<file path="config.mk">
export PLATFORM = sky130hd
export DESIGN_NAME = rail_sequencer
export DESIGN_NICKNAME = d
export VERILOG_FILES = /design/src/rtl/psu_pkg.sv /design/src/rtl/seq_timer.sv /design/src/rtl/rail_sequencer.sv
export SDC_FILE = /design/constraint.sdc
export NUM_CORES = 1
export LEC_CHECK = 0
export CORE_UTILIZATION = 40
export CTS_BUF_LIST = sky130_fd_sc_hd__clkbuf_4
export DETAILED_ROUTE_END_ITERATION = 10
export PLACE_DENSITY = 0.73
export SLEW_MARGIN = 30
export SYNTH_ARGS = -nofsm -noshare
export SYNTH_HDL_FRONTEND = slang
export SYNTH_SLANG_ARGS = --single-unit
export TNS_END_PERCENT = 30
</file>
<file path="constraint.sdc">
create_clock -name clk -period 3.16 [get_ports clk]
set_input_delay 0.632 -clock clk [delete_from_list [all_inputs] [get_ports clk]]
set_output_delay 0.632 -clock clk [all_outputs]
set_load 0.03 [all_outputs]
</file>
<file path="src/rtl/psu_pkg.sv">
// Shared types for the PSU rail sequencing logic: FSM states, fault codes,
// ADC width default and a small sizing helper.
package psu_pkg;

  localparam int PSU_ADC_WIDTH = 12;

  typedef enum logic [2:0] {
    IDLE,
    RAMP,
    SETTLE,
    ON,
    SHUTDOWN,
    FAULT
  } psu_state_e;

  typedef enum logic [1:0] {
    FLT_NONE    = 2'd0,
    FLT_TIMEOUT = 2'd1,
    FLT_UV      = 2'd2
  } psu_fault_e;

  function automatic int max3(input int a, input int b, input int c);
    int m;
    m = (a > b) ? a : b;
    return (m > c) ? m : c;
  endfunction

endpackage

</file>
<file path="src/rtl/seq_timer.sv">
// Saturating cycle counter with synchronous clear/enable and a terminal-count
// compare; shared by the ramp timeout, settle and off-delay phases.
module seq_timer #(
  parameter int W = 17
) (
  input  logic         clk,
  input  logic         rst,
  input  logic         i_clr,
  input  logic         i_en,
  input  logic [W-1:0] i_tc,
  output logic         o_tc
);

  logic [W-1:0] r_count;

  always_ff @(posedge clk or posedge rst) begin
    if (rst)                            r_count <= '0;
    else if (i_clr)                     r_count <= '0;
    else if (i_en && (r_count != '1))   r_count <= r_count + 1'b1;
  end

  assign o_tc = (r_count == i_tc);

endmodule

</file>
<file path="src/rtl/rail_sequencer.sv">
// Power-up/power-down sequencer for the PSU rails: ramps rails in index order
// gated on ADC power-good, shuts them down in reverse, and latches UV/timeout faults.
module rail_sequencer
  import psu_pkg::*;
#(
  parameter int N_RAILS        = 5,
  parameter int ADC_WIDTH      = PSU_ADC_WIDTH,
  parameter int TIMEOUT_CYCLES = 100000,
  parameter int SETTLE_CYCLES  = 1000,
  parameter int OFF_DELAY      = 1000,
  parameter int UV_HYST        = 16
) (
  input  logic                           clk,
  input  logic                           rst,
  input  logic                           start,
  input  logic                           stop,
  input  logic                           clear_fault,
  input  logic [N_RAILS*ADC_WIDTH-1:0]   vsample,
  input  logic [N_RAILS-1:0]             vvalid,
  input  logic [N_RAILS*ADC_WIDTH-1:0]   pg_thresh,
  output logic [N_RAILS-1:0]             rail_en,
  output logic                           busy,
  output logic                           all_good,
  output logic                           fault,
  output logic [1:0]                     fault_code,
  output logic [2:0]                     fault_rail
);

  localparam int TMAX = max3(TIMEOUT_CYCLES, SETTLE_CYCLES, OFF_DELAY);
  localparam int TW   = (TMAX > 1) ? $clog2(TMAX) : 1;
  localparam logic [TW-1:0] TC_TO  = TW'(TIMEOUT_CYCLES - 1);
  localparam logic [TW-1:0] TC_SET = TW'(SETTLE_CYCLES - 1);
  localparam logic [TW-1:0] TC_OFF = TW'(OFF_DELAY - 1);
  localparam logic [2:0]    IDX_LAST = 3'(N_RAILS - 1);

  psu_state_e         r_state, w_state_nx;
  psu_fault_e         r_fault_code, w_code_nx;
  logic [2:0]         r_idx, w_idx_nx;
  logic [2:0]         r_fault_rail, w_frail_nx;
  logic [N_RAILS-1:0] r_rail_en, w_en_nx;
  logic               r_busy, r_all_good, r_fault;

  logic [N_RAILS-1:0] w_good, w_uv, w_uv_mask, w_uv_hit;
  logic [2:0]         w_uv_idx;
  logic               w_good_idx;
  logic               w_tmr_clr, w_tmr_en, w_tmr_tc;
  logic [TW-1:0]      w_tc_val;

  // Per-rail good/UV compare; UV threshold clamps at zero for small thresholds.
  for (genvar g = 0; g < N_RAILS; g++) begin : g_rail
    logic [ADC_WIDTH-1:0] w_s, w_t, w_uvt;
    assign w_s       = vsample[g*ADC_WIDTH +: ADC_WIDTH];
    assign w_t       = pg_thresh[g*ADC_WIDTH +: ADC_WIDTH];
    assign w_uvt     = (w_t >= ADC_WIDTH'(UV_HYST)) ? (w_t - ADC_WIDTH'(UV_HYST)) : '0;
    assign w_good[g] = vvalid[g] && (w_s >= w_t);
    assign w_uv[g]   = vvalid[g] && (w_s < w_uvt);
  end

  always_comb begin
    w_uv_mask = '0;
    for (int i = 0; i < N_RAILS; i++) begin
      case (r_state)
        RAMP:    w_uv_mask[i] = (3'(i) < r_idx);
        SETTLE:  w_uv_mask[i] = (3'(i) == r_idx);
        ON:      w_uv_mask[i] = 1'b1;
        default: w_uv_mask[i] = 1'b0;
      endcase
    end
  end

  assign w_uv_hit   = w_uv & w_uv_mask;
  assign w_good_idx = w_good[r_idx];

  // Lowest offending index wins.
  always_comb begin
    w_uv_idx = '0;
    for (int i = N_RAILS - 1; i >= 0; i--)
      if (w_uv_hit[i]) w_uv_idx = 3'(i);
  end

  always_comb begin
    case (r_state)
      RAMP:    w_tc_val = TC_TO;
      SETTLE:  w_tc_val = TC_SET;
      default: w_tc_val = TC_OFF;
    endcase
  end

  assign w_tmr_en = (r_state == RAMP) || (r_state == SETTLE) || (r_state == SHUTDOWN);

  seq_timer #(.W(TW)) u_tmr (
    .clk   (clk),
    .rst   (rst),
    .i_clr (w_tmr_clr),
    .i_en  (w_tmr_en),
    .i_tc  (w_tc_val),
    .o_tc  (w_tmr_tc)
  );

  always_comb begin
    w_state_nx = r_state;
    w_idx_nx   = r_idx;
    w_en_nx    = r_rail_en;
    w_code_nx  = r_fault_code;
    w_frail_nx = r_fault_rail;
    w_tmr_clr  = 1'b0;
    case (r_state)
      IDLE: begin
        if (start && !stop) begin
          w_state_nx = RAMP;
          w_idx_nx   = '0;
          w_en_nx    = N_RAILS'(1);
          w_tmr_clr  = 1'b1;
        end
      end
      RAMP, SETTLE, ON: begin
        if (|w_uv_hit) begin
          w_state_nx = FAULT;
          w_en_nx    = '0;
          w_code_nx  = FLT_UV;
          w_frail_nx = w_uv_idx;
        end else if ((r_state == RAMP) && !w_good_idx && w_tmr_tc) begin
          w_state_nx = FAULT;
          w_en_nx    = '0;
          w_code_nx  = FLT_TIMEOUT;
          w_frail_nx = r_idx;
        end else if (stop) begin
          // r_idx is always the highest enabled rail here.
          w_state_nx       = SHUTDOWN;
          w_en_nx[r_idx]   = 1'b0;
          w_tmr_clr        = 1'b1;
        end else if ((r_state == RAMP) && w_good_idx) begin
          w_state_nx = SETTLE;
          w_tmr_clr  = 1'b1;
        end else if ((r_state == SETTLE) && w_tmr_tc) begin
          if (r_idx == IDX_LAST) begin
            w_state_nx = ON;
          end else begin
            w_state_nx              = RAMP;
            w_idx_nx                = r_idx + 3'd1;
            w_en_nx[r_idx + 3'd1]   = 1'b1;
            w_tmr_clr               = 1'b1;
          end
        end
      end
      SHUTDOWN: begin
        if (w_tmr_tc) begin
          if (r_idx == '0) begin
            w_state_nx = IDLE;
          end else begin
            w_idx_nx              = r_idx - 3'd1;
            w_en_nx[r_idx - 3'd1] = 1'b0;
            w_tmr_clr             = 1'b1;
          end
        end
      end
      FAULT: begin
        if (clear_fault) begin
          w_state_nx = IDLE;
          w_idx_nx   = '0;
          w_code_nx  = FLT_NONE;
          w_frail_nx = '0;
        end
      end
      default: w_state_nx = IDLE;
    endcase
  end

  always_ff @(posedge clk or posedge rst) begin
    if (rst) begin
      r_state      <= IDLE;
      r_idx        <= '0;
      r_rail_en    <= '0;
      r_fault_code <= FLT_NONE;
      r_fault_rail <= '0;
      r_busy       <= 1'b0;
      r_all_good   <= 1'b0;
      r_fault      <= 1'b0;
    end else begin
      r_state      <= w_state_nx;
      r_idx        <= w_idx_nx;
      r_rail_en    <= w_en_nx;
      r_fault_code <= w_code_nx;
      r_fault_rail <= w_frail_nx;
      r_busy       <= (w_state_nx == RAMP) || (w_state_nx == SETTLE) ||
                      (w_state_nx == SHUTDOWN);
      r_all_good   <= (w_state_nx == ON);
      r_fault      <= (w_state_nx == FAULT);
    end
  end

  assign rail_en    = r_rail_en;
  assign busy       = r_busy;
  assign all_good   = r_all_good;
  assign fault      = r_fault;
  assign fault_code = r_fault_code;
  assign fault_rail = r_fault_rail;

endmodule

</file>
==> results of run 1 <==
[cell type report]
class | instances | share of cell area
sequential | 36 | 0.0892
multi-input combinational | 665 | 0.561
timing repair buffer | 343 | 0.291
inverter | 75 | 0.0281
clock buffer | 5 | 0.00372
clock inverter | 3 | 0.00421
tap | 184 | 0.0228
[state kept, by name, indices dropped and copies added (netlist names)]
name           flops
u_tmr.r_count     17
rail_en            5
fault_rail         3
r_idx              3
r_state            3
fault_code         2
all_good           1
busy               1
fault              1
[logic make-up after synthesis]
group,share of synthesized area
compound gates,0.206
fa+ha+maj,0.268
xor+xnor,0.0626
flops,0.146
simple gates,0.249
buf+inv,0.0608
mux,0.00691
[placed cells by master, fill, tap and decap left out, drive strengths merged, types with 4 or more instances in the layout]
cell | netlist | final
buf | 8 | 207
a221oi | 6 | 6
dlymetal6s2s | 0 | 8
o41ai | 4 | 4
ha | 132 | 132
a21oi | 40 | 40
and3 | 12 | 12
inv | 75 | 75
nor4 | 9 | 9
o2111ai | 3 | 4
nor3 | 20 | 20
o21a | 4 | 4
clkdlybuf4s15 | 0 | 6
a211oi | 12 | 12
dlygate4sd2 | 0 | 19
a21o | 17 | 17
nand4 | 22 | 22
or3 | 4 | 4
or3b | 5 | 5
clkdlybuf4s50 | 0 | 96
dfrtp | 36 | 36
nor2 | 65 | 65
nand2b | 11 | 11
a31oi | 8 | 8
clkbuf | 12 | 12
xor2 | 19 | 19
nor4b | 5 | 5
o211ai | 12 | 12
nand3 | 22 | 22
nor2b | 6 | 6
o21ai | 42 | 42
nand3b | 4 | 4
o22ai | 4 | 4
nor3b | 4 | 4
xnor2 | 25 | 25
nand2 | 91 | 91
[path summary, 6_finish.rpt]
kind / start / to / slack (ns)
worst max-delay path: pg_thresh[39] / all_good / -0.57
worst min-delay path: fault_code[0] / fault_code[0] / 0.51
worst max register to register: r_state[0] / fault_rail[0] / 0.28
worst min register to register: fault_code[0] / fault_code[0] / 0.51
max in group asynchronous: rst / rail_en[0] / 2.14
min in group asynchronous: rst / r_state[1] / 0.69
[stage by stage]
stage               total power [mW]   util
finish                          3.62  0.685
global placement                2.96  0.615
floorplan                       2.08      -
global route                    3.90  0.685
CTS                             3.45  0.659
detailed placement              3.00  0.615
[critical path, stage by stage]
cell and delay, ns:
buf_6 0.09, or4_4 0.52, o211ai_1 0.25, buf_4 0.20, buf_6 0.12, nand2_4 0.05, ha_4 0.25, o211ai_1 0.10
a211o_1 0.31, a31o_4 0.22, a22oi_2 0.26, o2111ai_4 0.22, buf_6 0.19, or3_4 0.38, o21a_1 0.18
[where the power goes]
part           total [mW]  switching [mW]  internal [mW]
registers           0.705           0.132          0.573
clock network       0.339           0.174          0.165
logic                2.57            1.38           1.20
[per-layer routing]
layer / up-vias / part of all wire / track usage / wire (um)
met1: 3437 / 0.44 / 0.326 / 9340
met4: 0 / 0.034 / 0.0850 / 715
met5: - / 0 / 0 / 0
met2: 237 / 0.47 / 0.439 / 10000
li1: 3573 / - / - / -
met3: 54 / 0.048 / 0.0280 / 1020
[what timing repair did]
action | in CTS | in global routing
pin swaps | 52 | 46
gates cloned | 4 | 0
gates resized for setup | 149 | 88
setup buffers | 24 | 10
endpoints found under the setup margin | 36 | 36
==> impl_results.md, run 1 <==
* CTS tree: built
* Synth Area per Inst at 7.74 um^2
* Initial cell density of the core at 0.417
* Chip Width at 126 um
* RSZ-0062 raised after global routing: true
* Cells after Synth at 795
* Crit-path max FO at 6
* Final min period at 3.73 ns
* Peak Freq at 268 MHz
* Layout Skew at 0.0101 ns
* Fin Setup TNS at -17.70 ns
* First-pass GRT wire length at 33500 um
* Final worst slack at -0.565 ns
* Final number of setup-violating endpoints at 36
* Pin count of the biggest net entering global routing at 37
* Yosys reg bits at 36
* Vias in the first global route at 7295
* Clk sinks at 36
* Top cells by area, synth: ha_1, dfrtp_1, nand2_1
* Detailed Routing Iterations Pass 1 at 5
* Power density cells at 358 nW/um^2
* Syn. warnings at 0
* Post-route cell area at 10100 um^2
* Peak supply drop at 226 uV
* Number of hold-repair buffers added at the cts stage at 0
* Detail Route Antenna Nets at 0
* Final Hold Violating Endpoints at 0
* Share of Yosys cell area claimed by the top area cell type at 0.268
* Diode count at 0
* Row Count at 44
* Status: finished, violations left
* Slew Viols, Final at 0
* Final period util at 1.18
* Global route total overflow at 0
* Post-Layout Cell Count at 1311
* Share of cells above drive strength 1 at 0.318
* Number of I/O port buffers at 142
* Path depth of the worst reg2reg path at 11
* Post-Place Worst Slack at -1.34 ns
* H-tree depth at 2
* Overall die height at 126 um
* Worst slew margin at 0.691
* Wirelength per Cell at 16.1 um
* WHS Path Cells at 1
* Final nets at 1388
* Max-cap violation count at 0
* Root Buffer: clkbuf_4
* Die footprint at 15900 um^2
* Post-synth top cells: ha_1, nand2_1, inv_1
* FFs w/ async S/R, synth at 1.00
* Clk_lat worst skew at 0.35 ns
* Data required, critical path at 3.42 ns
* Critical Path Start Type: input port
* I/O pin count at 143
* Post-synth top flop: dfrtp_1
* Post-synthesis cell type count at 76
* Failing checks: setup timing
* Area Growth Syn to Fin at 64.2%
* Dpl cells at 1265
* Via count at 7301
* All-Layer GR Usage at 0.253
* Clk slew on worst S/H paths at 0.12 ns
* Post-Syn Nets at 1057
* Worst Tran Pin Value at 0.463 ns
* RePlAce Congestion at 0.892
* DP HPWL at 15600 um
* Routed wire length at 21100 um
* Post-synth EDFFs at 0
* Leak at 4.81 nW
* Placed cell area at 9070 um^2
* Storage element area at 901 um^2
* Critical Path AT at 3.98 ns
* Antenna violations before repair at 0
* Mapped cell area at 6150 um^2
* Crit. End Element: register
* WS Path Type: input port to register
* First-iteration detailed-routing DRC count at 394
* Max clock buf depth at 2
* Worst hold path type: register to register
* CTS buffer count at 5
* Largest area contributor in the netlist: ha_1
* DRC Markers at 0
* Area occupied by multi-input gates at 5670 um^2
* Via density at 5.57
* Fillers at 1109
* Count leader, synth: ha_1
* Core area at 14800 um^2
* Sequential area share after synthesis at 0.146
* Worst hold slack at 0.514 ns
No activity file was read; power rests on OpenSTA's default activity.
==> inputs of run 2 (changes only) <==
--- a/config.mk
+++ b/config.mk
@@ -5,10 +5,11 @@
 export SDC_FILE = /design/constraint.sdc
 export NUM_CORES = 1
 export LEC_CHECK = 0
-export CORE_UTILIZATION = 40
+export CORE_UTILIZATION = 39
 export CTS_BUF_LIST = sky130_fd_sc_hd__clkbuf_4
 export DETAILED_ROUTE_END_ITERATION = 10
-export PLACE_DENSITY = 0.73
+export GPL_TIMING_DRIVEN = 0
+export PLACE_DENSITY = 0.72
 export SLEW_MARGIN = 30
 export SYNTH_ARGS = -nofsm -noshare
 export SYNTH_HDL_FRONTEND = slang
==> run 2 against run 1 <==
The flow still finishes with violations (setup timing). Setup slack worse by 0.072 ns. Critical path depth is 2 higher. Cell count fell by 7.1%. Largest cell class unchanged.
==> impl_results.md, run 2 (same netlist as run 1, synthesis figures left out) <==
* Crit-path max FO at 5
* Worst Tran Pin Value at 0.659 ns
* Area Growth Syn to Fin at 47.1%
* Row Count at 45
* Utilization after layout at 0.591
* Via count at 6756
* Worst slew margin at 0.561
* Commonest non-fill, non-tap cells in the layout: ha_1, clkdlybuf4s50_1, nand2_1
* Peak Freq at 263 MHz
* Fillers at 1353
* Peak supply drop at 247 uV
* Wirelength per Cell at 15.7 um
* Final Hold Violating Endpoints at 0
* Chip Width at 128 um
* Number of I/O port buffers at 142
* R2R Path End: all_good
* M3 GR Usage at 0.0214
* Die footprint at 16300 um^2
* Worst Setup EP: u_tmr.r_count[6]
* Worst hold path type: register to register
* Post-route cell area at 9050 um^2
* Detailed Routing Iterations Pass 1 at 5
* Slew Viols, Final at 0
* Via density at 5.55
* Final worst slack at -0.638 ns
* Critical Path Start Type: input port
* DP HPWL at 14400 um
* DRC Markers at 0
* All-Layer GR Usage at 0.230
* H-tree depth at 2
* Root Buffer: clkbuf_4
* Detail Route Antenna Nets at 0
* M2 GR Usage at 0.407
* Failing checks: setup timing
* Placed cell area at 7980 um^2
* WHS Path Cells at 1
* Final nets at 1268
* First-pass GRT wire length at 30800 um
* RePlAce Congestion at 0.886
* Global route total overflow at 0
* Largest Register: u_tmr.r_count
* Worst reg2reg path startpoint: r_idx[1]
* Power density cells at 377 nW/um^2
* Most common cell after layout, fill and taps aside: ha_1
* CTS buffer count at 5
* Vias in the first global route at 6545
* RSZ-0062 raised after global routing: true
* Max-cap violation count at 0
* GR met1 Demand/Resource at 0.299
* Crit path from: pg_thresh[38]
* Diode count at 0
* Fin Setup TNS at -19.89 ns
* Initial cell density of the core at 0.402
* Leak at 4.15 nW
* Critical Path AT at 4.05 ns
* Clk_lat worst skew at 0.36 ns
* Path depth of the worst reg2reg path at 11
* Max clock buf depth at 2
* Final period util at 1.20
* R2r setup slk at 0.06 ns
* Core area at 15300 um^2
* Clk slew on worst S/H paths at 0.12 ns
* Antenna violations before repair at 0
* Layout Skew at 0.0103 ns
* Final number of setup-violating endpoints at 36
* CTS tree: built
* WS Path Type: input port to register
* Overall die height at 128 um
* Data required, critical path at 3.41 ns
* Pin count of the biggest net entering global routing at 26
* Max reg flops at 17
* Status: finished, violations left
* Final min period at 3.80 ns
* First-iteration detailed-routing DRC count at 313
* Crit. End Element: register
* Most Crowded Layer GR: met2
* Share of cells above drive strength 1 at 0.212
* Overall Power at 3.41 mW
* Number of hold-repair buffers added at the cts stage at 0
* Routed wire length at 19200 um
* Clk sinks at 36
* I/O pin count at 143
==> run 2: changes by cell type in the layout (fill, tap and decap cells not counted), moves of 6 or more <==
| cell | delta |
|---|---|
| clkbuf_1 | +7 |
| clkdlybuf4s15_1 | -6 |
| ha_1 | +6 |
| nand2_2 | -7 |
| clkdlybuf4s50_1 | +6 |
| nand2_1 | +7 |
| buf_4 | -132 |
==> run 2: layout make-up <==
class,count,area [um^2],area share
Buffer,20,134,0.0148
Clock buffer,5,37.5,0.00415
Clock inverter,3,42.5,0.00470
Inverter,75,284,0.0314
Multi-Input combinational cell,665,5540,0.612
Sequential cell,36,901,0.0995
Tap cell,211,264,0.0292
Timing Repair Buffer,203,1850,0.205
==> run 2: worst min-delay path by stage <==
| stage | startpoint | end | slack [ns] |
|---|---|---|---|
| floorplan | u_tmr.r_count[1] | u_tmr.r_count[1] | 0.51 |
| global placement | fault_code[0] | fault_code[0] | 0.46 |
| detailed placement | fault_code[0] | fault_code[0] | 0.47 |
| CTS | fault_code[0] | fault_code[0] | 0.50 |
| global route | fault_code[1] | fault_code[1] | 0.54 |
| finish | fault_code[0] | fault_code[0] | 0.49 |
==> run 2: where the power goes <==
part           leakage, nW  switching, mW  internal, mW
combinational         3.63           1.37          1.04
clock               0.0412          0.171         0.165
sequential           0.478         0.0964         0.573
total                 4.15           1.64          1.78
==> run 2: per-layer routing <==
metal | share of wire | vias to the layer above
met2 | 0.47 | 204
met4 | 0.024 | 0
li1 | - | 3340
met3 | 0.047 | 38
met1 | 0.45 | 3174
met5 | 0 | -
==> run 2: per-stage QoR <==
step,std cells,hold WS [ns],worst slack [ns]
2_1_floorplan,795,0.513,-0.620
3_3_place_gp,1148,0.463,-1.68
3_5_place_dp,1149,0.473,-1.71
4_1_cts,1207,0.500,-0.561
5_1_grt,1218,0.537,-0.767
6_report,1218,0.494,-0.638
==> run 2: timing repair <==
item,CTS,global route
cloned,5,0
gates resized for setup,155,59
setup endpoints to repair,36,36
setup buffers,45,11
pin swaps,58,46
==> run 2: critical path, stage by stage <==
cell       delay, ns
buf_6           0.09
or4_4           0.53
o211ai_1        0.28
buf_4           0.18
clkbuf_8        0.13
nand2_1         0.08
ha_4            0.28
a21oi_1         0.06
a211o_1         0.30
a31o_4          0.22
a22oi_2         0.25
o2111ai_4       0.23
nor2_2          0.19
nand2_2         0.09
o21ai_4         0.28
buf_6           0.17
nor2_1          0.04
